**src/rtl/wisc_pipe_pkg.sv**
```systemverilog
// Shared pipeline constants for the WISC hazard scoreboard and its register entries.
package wisc_pipe_pkg;

  localparam int unsigned NREGS_DEF = 16;
  localparam int unsigned DEPTH_DEF = 3;

  // Operand source encoding: RF read, or result of pipeline stage k (1 = EX).
  localparam int unsigned FWD_RF = 0;
  localparam int unsigned FWD_EX = 1;

endpackage

```
**src/rtl/hazard_scoreboard_sb_entry.sv**
```systemverilog
// One scoreboard slot: stages-until-writeback counter plus load flag for a single register.
module sb_entry
  import wisc_pipe_pkg::*;
#(
  parameter int unsigned DEPTH = DEPTH_DEF,
  parameter int unsigned SW    = $clog2(DEPTH + 1)
) (
  input  logic          clk,
  input  logic          rst_n,
  input  logic          set,
  input  logic          set_ld,
  input  logic          flush,
  output logic [SW-1:0] cnt,
  output logic          ld
);

  localparam logic [SW-1:0] CNT_FULL = SW'(DEPTH);

  // A fresh write wins; a flush squashes only the writer sitting in EX.
  always_ff @(posedge clk) begin
    if (!rst_n) begin
      cnt <= '0;
      ld  <= 1'b0;
    end else if (set) begin
      cnt <= CNT_FULL;
      ld  <= set_ld;
    end else if (flush && (cnt == CNT_FULL)) begin
      cnt <= '0;
      ld  <= 1'b0;
    end else if (cnt != '0) begin
      cnt <= cnt - SW'(1);
    end
  end

endmodule

```
**src/rtl/hazard_scoreboard.sv**
```systemverilog
// ID-stage hazard scoreboard: stall and forwarding-select generation for an in-order pipeline.
// Define HAZARD_SCOREBOARD_FWD_EN to enable forwarding; otherwise readers wait for RF write-through.
module hazard_scoreboard
  import wisc_pipe_pkg::*;
#(
  parameter int unsigned NREGS    = NREGS_DEF,
  parameter int unsigned DEPTH    = DEPTH_DEF,
  parameter bit          ZERO_REG = 1'b1
) (
  input  logic                            clk,
  input  logic                            rst_n,
  input  logic                            issue_valid,
  output logic                            issue_ready,
  input  logic [$clog2(NREGS)-1:0]        src_a,
  input  logic [$clog2(NREGS)-1:0]        src_b,
  input  logic                            src_a_used,
  input  logic                            src_b_used,
  input  logic                            wr_en,
  input  logic [$clog2(NREGS)-1:0]        wr_dst,
  input  logic                            wr_is_load,
  input  logic                            flush,
  output logic [$clog2(DEPTH+1)-1:0]      fwd_sel_a,
  output logic [$clog2(DEPTH+1)-1:0]      fwd_sel_b,
  output logic [15:0]                     stall_cnt
);

  localparam int unsigned AW = $clog2(NREGS);
  localparam int unsigned SW = $clog2(DEPTH + 1);

  logic [SW-1:0]    cnt [NREGS];
  logic [NREGS-1:0] ld;
  logic [NREGS-1:0] set;
  logic             accept;
  logic             stall;
  logic             haz_a;
  logic             haz_b;
  logic [SW-1:0]    cnt_a;
  logic [SW-1:0]    cnt_b;

  assign accept = issue_valid && issue_ready && !flush;

  for (genvar r = 0; r < NREGS; r++) begin : g_entry
    assign set[r] = accept && wr_en && (wr_dst == AW'(r)) && !(ZERO_REG && (r == 0));

    sb_entry #(
      .DEPTH (DEPTH),
      .SW    (SW)
    ) u_entry (
      .clk    (clk),
      .rst_n  (rst_n),
      .set    (set[r]),
      .set_ld (wr_is_load),
      .flush  (flush),
      .cnt    (cnt[r]),
      .ld     (ld[r])
    );
  end

  // Pre-update counters: an instruction's own write is not visible to its sources.
  assign cnt_a = cnt[src_a];
  assign cnt_b = cnt[src_b];
  assign haz_a = src_a_used && (cnt_a != '0) && !(ZERO_REG && (src_a == '0));
  assign haz_b = src_b_used && (cnt_b != '0) && !(ZERO_REG && (src_b == '0));

`ifdef HAZARD_SCOREBOARD_FWD_EN
  localparam logic [SW-1:0] CNT_FULL = SW'(DEPTH);

  logic ld_a;
  logic ld_b;

  assign ld_a = ld[src_a];
  assign ld_b = ld[src_b];

  // Only a load still in EX cannot be forwarded in time.
  assign stall = (haz_a && ld_a && (cnt_a == CNT_FULL)) ||
                 (haz_b && ld_b && (cnt_b == CNT_FULL));

  assign fwd_sel_a = haz_a ? (CNT_FULL - cnt_a + SW'(FWD_EX)) : SW'(FWD_RF);
  assign fwd_sel_b = haz_b ? (CNT_FULL - cnt_b + SW'(FWD_EX)) : SW'(FWD_RF);
`else
  logic unused_ld;

  // RF writes through in the last stage, so only cnt==1 is readable.
  assign stall = (haz_a && (cnt_a > SW'(1))) ||
                 (haz_b && (cnt_b > SW'(1)));

  assign fwd_sel_a = SW'(FWD_RF);
  assign fwd_sel_b = SW'(FWD_RF);
  assign unused_ld = ^ld;
`endif

  assign issue_ready = !(issue_valid && stall);

  // Saturating stall-cycle counter; flushed cycles are not counted.
  always_ff @(posedge clk) begin
    if (!rst_n) begin
      stall_cnt <= '0;
    end else if (issue_valid && !issue_ready && !flush && (stall_cnt != 16'hFFFF)) begin
      stall_cnt <= stall_cnt + 16'd1;
    end
  end

endmodule

```
**config.mk**
```make
export PLATFORM = sky130hd
export DESIGN_NAME = hazard_scoreboard
export DESIGN_NICKNAME = d
export VERILOG_FILES = /design/src/rtl/wisc_pipe_pkg.sv /design/src/rtl/hazard_scoreboard_sb_entry.sv /design/src/rtl/hazard_scoreboard.sv
export SDC_FILE = /design/constraint.sdc
export NUM_CORES = 1
export LEC_CHECK = 0
export ABC_AREA = 1
export CORE_MARGIN = 3
export CORE_UTILIZATION = 46
export CTS_CLUSTER_SIZE = 40
export DETAILED_ROUTE_END_ITERATION = 12
export PLACE_DENSITY = 0.71
export SLEW_MARGIN = 20
export SYNTH_ARGS = -nofsm -noshare
export SYNTH_HDL_FRONTEND = slang
export SYNTH_SLANG_ARGS = --single-unit
export TNS_END_PERCENT = 100
```
**constraint.sdc**
```tcl
create_clock -name clk -period 2.3 [get_ports clk]
set_clock_uncertainty 0.15 [all_clocks]
set_input_delay 0.46 -clock clk [delete_from_list [all_inputs] [get_ports clk]]
set_output_delay 0.46 -clock clk [all_outputs]
set_load 0.02 [all_outputs]
```
---- Word level (Yosys, flattened, before mapping) ----
Index checks and enable logic that the tools add are counted.
storage, ports and cells
  register bits after elaboration ......... 48
  bits of input ports ..................... 20
  output and inout bits ................... 21
  logic and storage cells ................. 209
operators by class
  $add $sub $neg .......................... 17
  $lt $le $gt $ge ......................... 4
  eq/ne operators ......................... 32
  multiplexer cells ....................... 51
  bitwise operators ....................... 3
  reductions and logical operators ........ 85
operators by type and width
  operator               count
  $mux 2                 49
  $reduce_bool 3->1      15
  $logic_and 1x1->1      44
  $reduce_bool 2->1      18
  $eq 2x2->1 const B     16
  $eq 4x4->1 const B     8
  $sub 2x1->2 const B    16
  $add 16x1->16 const B  1
  $bmux 2 s4             2
  $eq 4x3->1 const B     4
  $ne 16x16->1 const B   1
  $ge 5x5->1 const B     2
  $not 4->5              2
  $eq 4x2->1 const B     2
  $logic_not 4->1        2
  $eq 4x1->1 const B     1
  $gt 2x1->1 const B     2
  $logic_not 1->1        4
  $reduce_or 2->1        1
  $logic_or 1x1->1       1
  $not 1->1              1

---- Logic depth before layout (Yosys ltp) ----
Gate-level depths: netlist of run 1.
  depth in word-level cells ............... 16
  gate-level depth with buffers ........... 14
  depth with buffers taken out ............ 12

---- Hierarchy ----
Synthesis of run 1 repeated with hierarchy kept, for this count alone.
second synthesis, totals
  cell total of the unflattened synthesis .. 496
  area, all modules ....................... 3383.2 µm²
modules (own cells, without submodules)
  module             instances  cells an instance  area an instance (µm²)  sequential area each (µm²)
  sb_entry           16         14                 115.1                   60.1
  hazard_scoreboard  1          272                1541.5                  320.3

---- Worst setup path after synthesis of run 1 ----
OpenSTA, ideal clock, no wires.
  kind .................................... input to output
  start ................................... in src_b[0]
  end ..................................... out issue_ready
  arrival ................................. 1450 ps
  data required time ...................... 1690 ps
  setup slack ............................. 240 ps
  stages on the path ...................... 12
  path buffers ............................ 2
  cells stage by stage .................... buf_6 inv_4 nand2_1 nand3_1 nand2_1 nand2_1 nand3_2 nand2_2 nand2_4 nand2_8 buf_6 nand2_1
between the ends
  cells in the longest elaborated chain, start to end .. 11
  elaborated cells between the ends (all ways) .. 14
  classes of those cells .................. order compare: 1; mux: 3; bitwise: 1; reduce/logical: 9
RTL lines
  element                                    line                     RTL
  start: declaration                         hazard_scoreboard.sv:15  input logic [$clog2(NREGS)-1:0] src_b,
  $not 4->5 (not written as such)            hazard_scoreboard.sv:61  assign cnt_b = cnt[src_b];
  $bmux 2 s4                                 hazard_scoreboard.sv:61
  $mux 2 (not written as such) (2 in a row)  hazard_scoreboard.sv:61
  $reduce_bool 2->1                          hazard_scoreboard.sv:63  assign haz_b = src_b_used && (cnt_b != '0) && !(ZERO_REG && (src_b == '0));
  $logic_and 1x1->1 (2 in a row)             hazard_scoreboard.sv:63
  $logic_and 1x1->1 (*)                      hazard_scoreboard.sv:85  (haz_b && (cnt_b > SW'(1)));
  $logic_or 1x1->1 (*)                       hazard_scoreboard.sv:84  assign stall = (haz_a && (cnt_a > SW'(1))) ||
  $logic_and 1x1->1 (*)                      hazard_scoreboard.sv:92  assign issue_ready = !(issue_valid && stall);
  $logic_not 1->1 (*)                        hazard_scoreboard.sv:92
  end: declaration                           hazard_scoreboard.sv:13  output logic issue_ready,
Mark *: on every way between the ends. The rest lies on a longest branch, timed or not. The select of a mux whose other input is x is not followed.

---- Final worst setup path of run 1 ----
  start ................................... in src_b[3]
  end ..................................... out issue_ready
Same word-level chain as after synthesis.

==> impl_metrics.yaml, run 1 <==
worst_setup_path:
  required_ps: 1690
  reg2reg_to: "stall_cnt[12]"
  worstPathCellList: "clkdlybuf4s50_1 > inv_1 > a41oi_2 > nand2_4 > nand2_8 > nand2_2 > buf_6"
  critPathKind: "input port to primary output"
  critPathCapture: "issue_ready"
  worstPathArrival_ps: 1630
  regToRegSetupSlack_ps: 300
  endpoint_kind: "primary output"
  critPathTopFamily: "buffers and inverters"
  worstReg2RegStart: "g_entry[10].u_entry.cnt[1]"
  slowest_stage: "clkdlybuf4s50_1"
  worst-path-stages: 7
  slowest_delay_ps: 480
  path_max_fanout: 3
  start_kind: "input port"
  reg2reg_depth: 12
  cp-startpoint: "src_b[3]"
  crit_buf_inv: 3
yosys:
  synth.most_common_cell: "nand2_1"
  avgSynthCellArea_um2: 7.13
  synth_common_cells: "102 x nand2_1, 48 x dfxtp_1, 42 x inv_1"
  synth.area.top_cells: "dfxtp_1 33%, nand2_1 13%, nand3_1 6.6%"
  seq_area_frac_synth_pct: 33.1
  synth_edf_count: 0
  yosys.area.top_type_share_pct: 33.1
  ys_warn_count: 0
  synth_cells: 407
  synth_top_area_cell: "dfxtp_1"
  async_reset_ff_share_pct: 0
  ys_ff_latch: 48
  synth.distinct_cells: 34
  synthFlopType: "dfxtp_1"
  syn_area_um2: 2900
clock_network:
  postCtsSetupRepairBufs: 0
  clock_latency_ps: 300
  cts_root_buf: "clkbuf_8"
  cts_sinks: 48
  cts.clk_slew.worst_paths_ps: 90
  clk_path_buf_depth: 2
  cts_buffers: 5
  htreeDepth: 2
  cts_tree: "yes"
routing:
  antenna_left: 0
  maxUsedRoutingLayer: "met4"
  met3_length_um: 250
  drt-initial-drc-count: 123
  finalWirelength_mm: 6.90
  wl_met2_mm: 3.38
  dr.pass1.iters: 4
  post_drt_wl_per_cell_um: 13.1
  drc: 0
  viasPerCell: 5.20
  dr_total_vias: 2730
  met1_length_mm: 3.15
finish:
  ff_latch_area_um2: 961
  finalNetCount: 472
  fillers: 571
  stdcell_count: 525
  num_antenna_cells: 0
  area_growth_pct: 19.8
  drive_above_1_share_pct: 17.1
  final_util_pct: 57.6
  multiInputGateArea_um2: 1630
run_status:
  status: "finished clean"
sta:
  rsz0062_at_grt: "no"
  layout_min_cycle_time_ps: 2240
  period_share_pct: 97.5
  slew_violations: 0
  finalHoldViolCount: 0
  clock.fmax_ghz: 0.446
  setup_viol: 0
global_routing:
  grt_max_degree: 43
  antenna_found_initial: 0
  grt_overflow: 0
  grt_pass1_wl_mm: 11.7
  track_usage_pct: 19.8
  grt_pass1_vias: 2604
min_path:
  hold_path.class: "register to register"
  hold_depth: 2
floorplan:
  rows: 28
  ioPinCount: 41
  initial_core_util_pct: 48.1
  die_x_um: 85.4
  die_y_um: 85.4
  die_area_um2: 7290
  fp.coreArea_um2: 6030
placed_design:
  dp_cells: 517
  io_buffers: 35
  dp_hpwl_mm: 5.07
  finalWeightedCongestion: 0.887
power_and_ir_drop:
  p_switching_mw: 0.481
  p_leak_nw: 1.27
  swShare_pct: 26.7
  clockPowerShare_pct: 36.0
  pwr-share-seq_pct: 48.1
  internal_power_mw: 1.32
  vdd_ir_drop_max_uv: 328
  comb_power_share_pct: 15.8
  p_per_area_nw_per_um2: 519
run:
  maxCapViolCount: 0
-- per-layer routing --
| metal | vias up | GRT usage [%] |
|---|---|---|
| met2 | 64 | 34.5 |
| met4 | 0 | 7.05 |
| met3 | 9 | 3.01 |
| met5 | - | 0 |
| li1 | 1419 | - |
| met1 | 1238 | 24.6 |
-- cells in the final DEF (no fill, tap or decap), drive strengths merged --
master and instances:
a21oi 42, a31oi 1, a41oi 2, and3 1, buf 17, bufinv 1
clkbuf 9, clkdlybuf4s15 1, clkdlybuf4s50 29, clkinv 2, conb 4, dfxtp 48
dlygate4sd2 1, ha 3, inv 45, nand2 117, nand3 50, nand3b 2
nand4 22, nor2 26, nor3 8, o21a 1, o21ai 4, xnor2 3
xor2 11
-- flip-flops by register name, indices dropped and copies added, names as in the netlist --
name	cells
stall_cnt	16
g_entry.u_entry.cnt	32
-- worst min path at each step --
stage / start / endpoint / slack [ps]
after floorplan: g_entry[12].u_entry.cnt[0] / g_entry[12].u_entry.cnt[1] / 310
after global placement: g_entry[1].u_entry.cnt[0] / g_entry[1].u_entry.cnt[1] / 320
after CTS: g_entry[15].u_entry.cnt[0] / g_entry[15].u_entry.cnt[1] / 340
final: g_entry[15].u_entry.cnt[0] / g_entry[15].u_entry.cnt[1] / 330
after detailed placement: g_entry[15].u_entry.cnt[0] / g_entry[15].u_entry.cnt[1] / 330
after global routing: g_entry[10].u_entry.cnt[0] / g_entry[10].u_entry.cnt[1] / 350
-- cell type report --
type                            instances  share of cell area [%]
Sequential cell                        48                    27.7
Tap cell                               75                    2.70
Clock inverter                          2                    1.12
Timing Repair Buffer                   51                    13.9
Clock buffer                            6                    2.38
Inverter                               46                    5.19
Multi-Input combinational cell        297                    47.0
-- worst min-delay path: stages (launching register included) --
cell     delay, ps
dfxtp_1        320
nand3_1         70
a21oi_1         60
-- per-stage QoR --
| step | total power [mW] | cell area [um^2] | setup slack (ps) | TNS, ps | hold slack [ps] |
|---|---|---|---|---|---|
| 2_1_floorplan | 1.09 | 2910 | 240 | 0 | 312 |
| 3_3_place_gp | 1.16 | 3350 | -679 | -13660 | 316 |
| 3_5_place_dp | 1.17 | 3350 | -698 | -14660 | 326 |
| 4_1_cts | 1.83 | 3480 | 1.06 | 0 | 335 |
| 5_1_grt | 1.89 | 3470 | 8.25 | 0 | 354 |
| 6_report | 1.80 | 3470 | 56.9 | 0 | 333 |
-- kinds of logic after synthesis --
group / after synthesis / synth area share [%]
buffers and inverters: 65 / 11.3
XOR/XNOR: 14 / 4.23
adder cells (fa/ha/maj): 3 / 1.29
AND/OR/NAND/NOR: 226 / 38.7
flip-flops: 48 / 33.1
AO/OA/AOI/OAI: 50 / 11.2
other: 1 / 0.129
-- what timing repair did --
item	4_1_cts	5_1_grt
resized for setup	15	8
cloned	0	0
setup endpoints to repair	17	1
hold buffers	0	0
-- power by group through the flow --
| stage | Combinational (mW) | Clock (mW) | Sequential [mW] |
|---|---|---|---|
| 2_1_floorplan | 0.205 | 0 | 0.883 |
| 3_3_place_gp | 0.278 | 0 | 0.886 |
| 3_5_place_dp | 0.285 | 0 | 0.887 |
| 4_1_cts | 0.285 | 0.674 | 0.868 |
| 5_1_grt | 0.320 | 0.703 | 0.871 |
| 6_report | 0.285 | 0.649 | 0.867 |
Note: power is estimated with default switching activity, not from simulation.
==> inputs of run 2 (changes only) <==
==> constraint.sdc (replaced) <==
create_clock -name clk -period 2.9 [get_ports clk]
set_clock_uncertainty 0.15 [all_clocks]
set_input_delay 0.58 -clock clk [delete_from_list [all_inputs] [get_ports clk]]
set_output_delay 0.58 -clock clk [all_outputs]
set_load 0.02 [all_outputs]
==> impl_metrics.yaml, run 2 (synthesis results as in run 1) <==
run_status:
  status: "finished clean"
worst_setup_path:
  critPathKind: "input port to primary output"
  worstPathArrival_ps: 1960
  required_ps: 2170
  endpoint_kind: "primary output"
  path_max_fanout: 3
  start_kind: "input port"
floorplan:
  die_area_um2: 7290
  initial_core_util_pct: 48.1
  rows: 28
  fp.coreArea_um2: 6030
  ioPinCount: 41
  die_x_um: 85.4
  die_y_um: 85.4
min_path:
  hold_path.class: "register to register"
clock_network:
  cts.clk_slew.worst_paths_ps: 90
  clk_path_buf_depth: 2
  cts_buffers: 5
  postCtsSetupRepairBufs: 0
  clock_latency_ps: 310
  cts_sinks: 48
  htreeDepth: 2
  cts_tree: "yes"
  cts_root_buf: "clkbuf_8"
finish:
  layout_common_cells: "102 x nand2_1, 48 x dfxtp_1, 42 x inv_1"
  final_common_cell: "nand2_1"
  area_growth_pct: 19.4
  largest_reg_flops: 32
  finalNetCount: 471
  stdcell_count: 524
  multiInputGateArea_um2: 1620
  num_antenna_cells: 0
  reg_top3: "g_entry.u_entry.cnt x32, stall_cnt x16"
  drive_above_1_share_pct: 15.4
  fillers: 564
  regMostFlops: "g_entry.u_entry.cnt"
  ff_latch_area_um2: 961
sta:
  rsz0062_at_grt: "no"
  tns_ps: 0
  setup_viol: 0
  layout_min_cycle_time_ps: 2690
  clock.fmax_ghz: 0.372
  period_share_pct: 92.8
  slew_violations: 0
  finalHoldViolCount: 0
routing:
  drc: 0
  post_drt_wl_per_cell_um: 12.7
  finalWirelength_mm: 6.67
  viasPerCell: 5.26
  antenna_left: 0
  dr_total_vias: 2757
  drt-initial-drc-count: 127
  dr.pass1.iters: 5
global_routing:
  grt_max_degree: 43
  grt_pass1_wl_mm: 11.5
  grt_pass1_vias: 2517
  track_usage_pct: 19.4
  antenna_found_initial: 0
  grt_overflow: 0
placed_design:
  io_buffers: 35
  dp_cells: 516
  finalWeightedCongestion: 0.886
  dp_hpwl_mm: 4.96
power_and_ir_drop:
  vdd_ir_drop_max_uv: 287
  clockPowerShare_pct: 39.1
  internal_power_mw: 1.11
  p_per_area_nw_per_um2: 432
  p_leak_nw: 1.28
  p_total_mw: 1.50
  pwr-share-seq_pct: 46.0
  p_switching_mw: 0.388
  swShare_pct: 25.9
  comb_power_share_pct: 14.8
run:
  maxCapViolCount: 0
-- run 2: final cells by class --
class / count / share of cell area, %
Inverter: 46 / 5.20
Tap cell: 75 / 2.71
Timing Repair Buffer: 50 / 13.5
Sequential cell: 48 / 27.8
Clock buffer: 5 / 1.99
Multi-Input combinational cell: 297 / 46.9
Clock inverter: 3 / 1.99
-- run 2: final timing paths --
path,slack [ps],to,start,cells past startpoint
max reg2reg,890,stall_cnt[7],g_entry[14].u_entry.cnt[1],12
min,340,g_entry[5].u_entry.cnt[1],g_entry[5].u_entry.cnt[0],2
min reg2reg,340,g_entry[5].u_entry.cnt[1],g_entry[5].u_entry.cnt[0],2
max,210,issue_ready,src_a[3],7
-- run 2: what timing repair did --
item                       CTS  global route
hold buffers                 0             0
gates resized for setup      5             2
setup endpoints to repair    1             1
-- run 2: critical path, cell delays in order --
cell and delay, ps:
clkdlybuf4s50_1 510, inv_1 80, a31oi_1 270, nand2_4 120
nand2_8 70, nand2_1 70, clkdlybuf4s15_2 260
-- run 2: through the flow --
step | utilization (%) | hold slack (ps) | cell area [um^2] | setup WS [ps]
2_1_floorplan | - | 312 | 2910 | 600
3_3_place_gp | 55.1 | 317 | 3320 | -341
3_5_place_dp | 55.1 | 323 | 3320 | -358
4_1_cts | 57.4 | 336 | 3460 | 27.9
5_1_grt | 57.5 | 361 | 3460 | 65.4
6_report | 57.5 | 337 | 3460 | 210
-- run 2: metal layers --
metal | track usage (%) | wire length, um | up-vias
met5 | 0 | 0 | -
met4 | 6.04 | 104 | 0
met3 | 3.50 | 230 | 9
met2 | 33.8 | 3340 | 58
met1 | 24.2 | 3000 | 1287
li1 | - | - | 1403
-- run 2: power by group through the flow --
stage	clock [mW]	sequential (mW)	combinational [mW]
2_1_floorplan	0	0.700	0.162
3_3_place_gp	0	0.704	0.213
3_5_place_dp	0	0.704	0.223
4_1_cts	0.604	0.689	0.222
5_1_grt	0.630	0.693	0.249
6_report	0.585	0.689	0.222
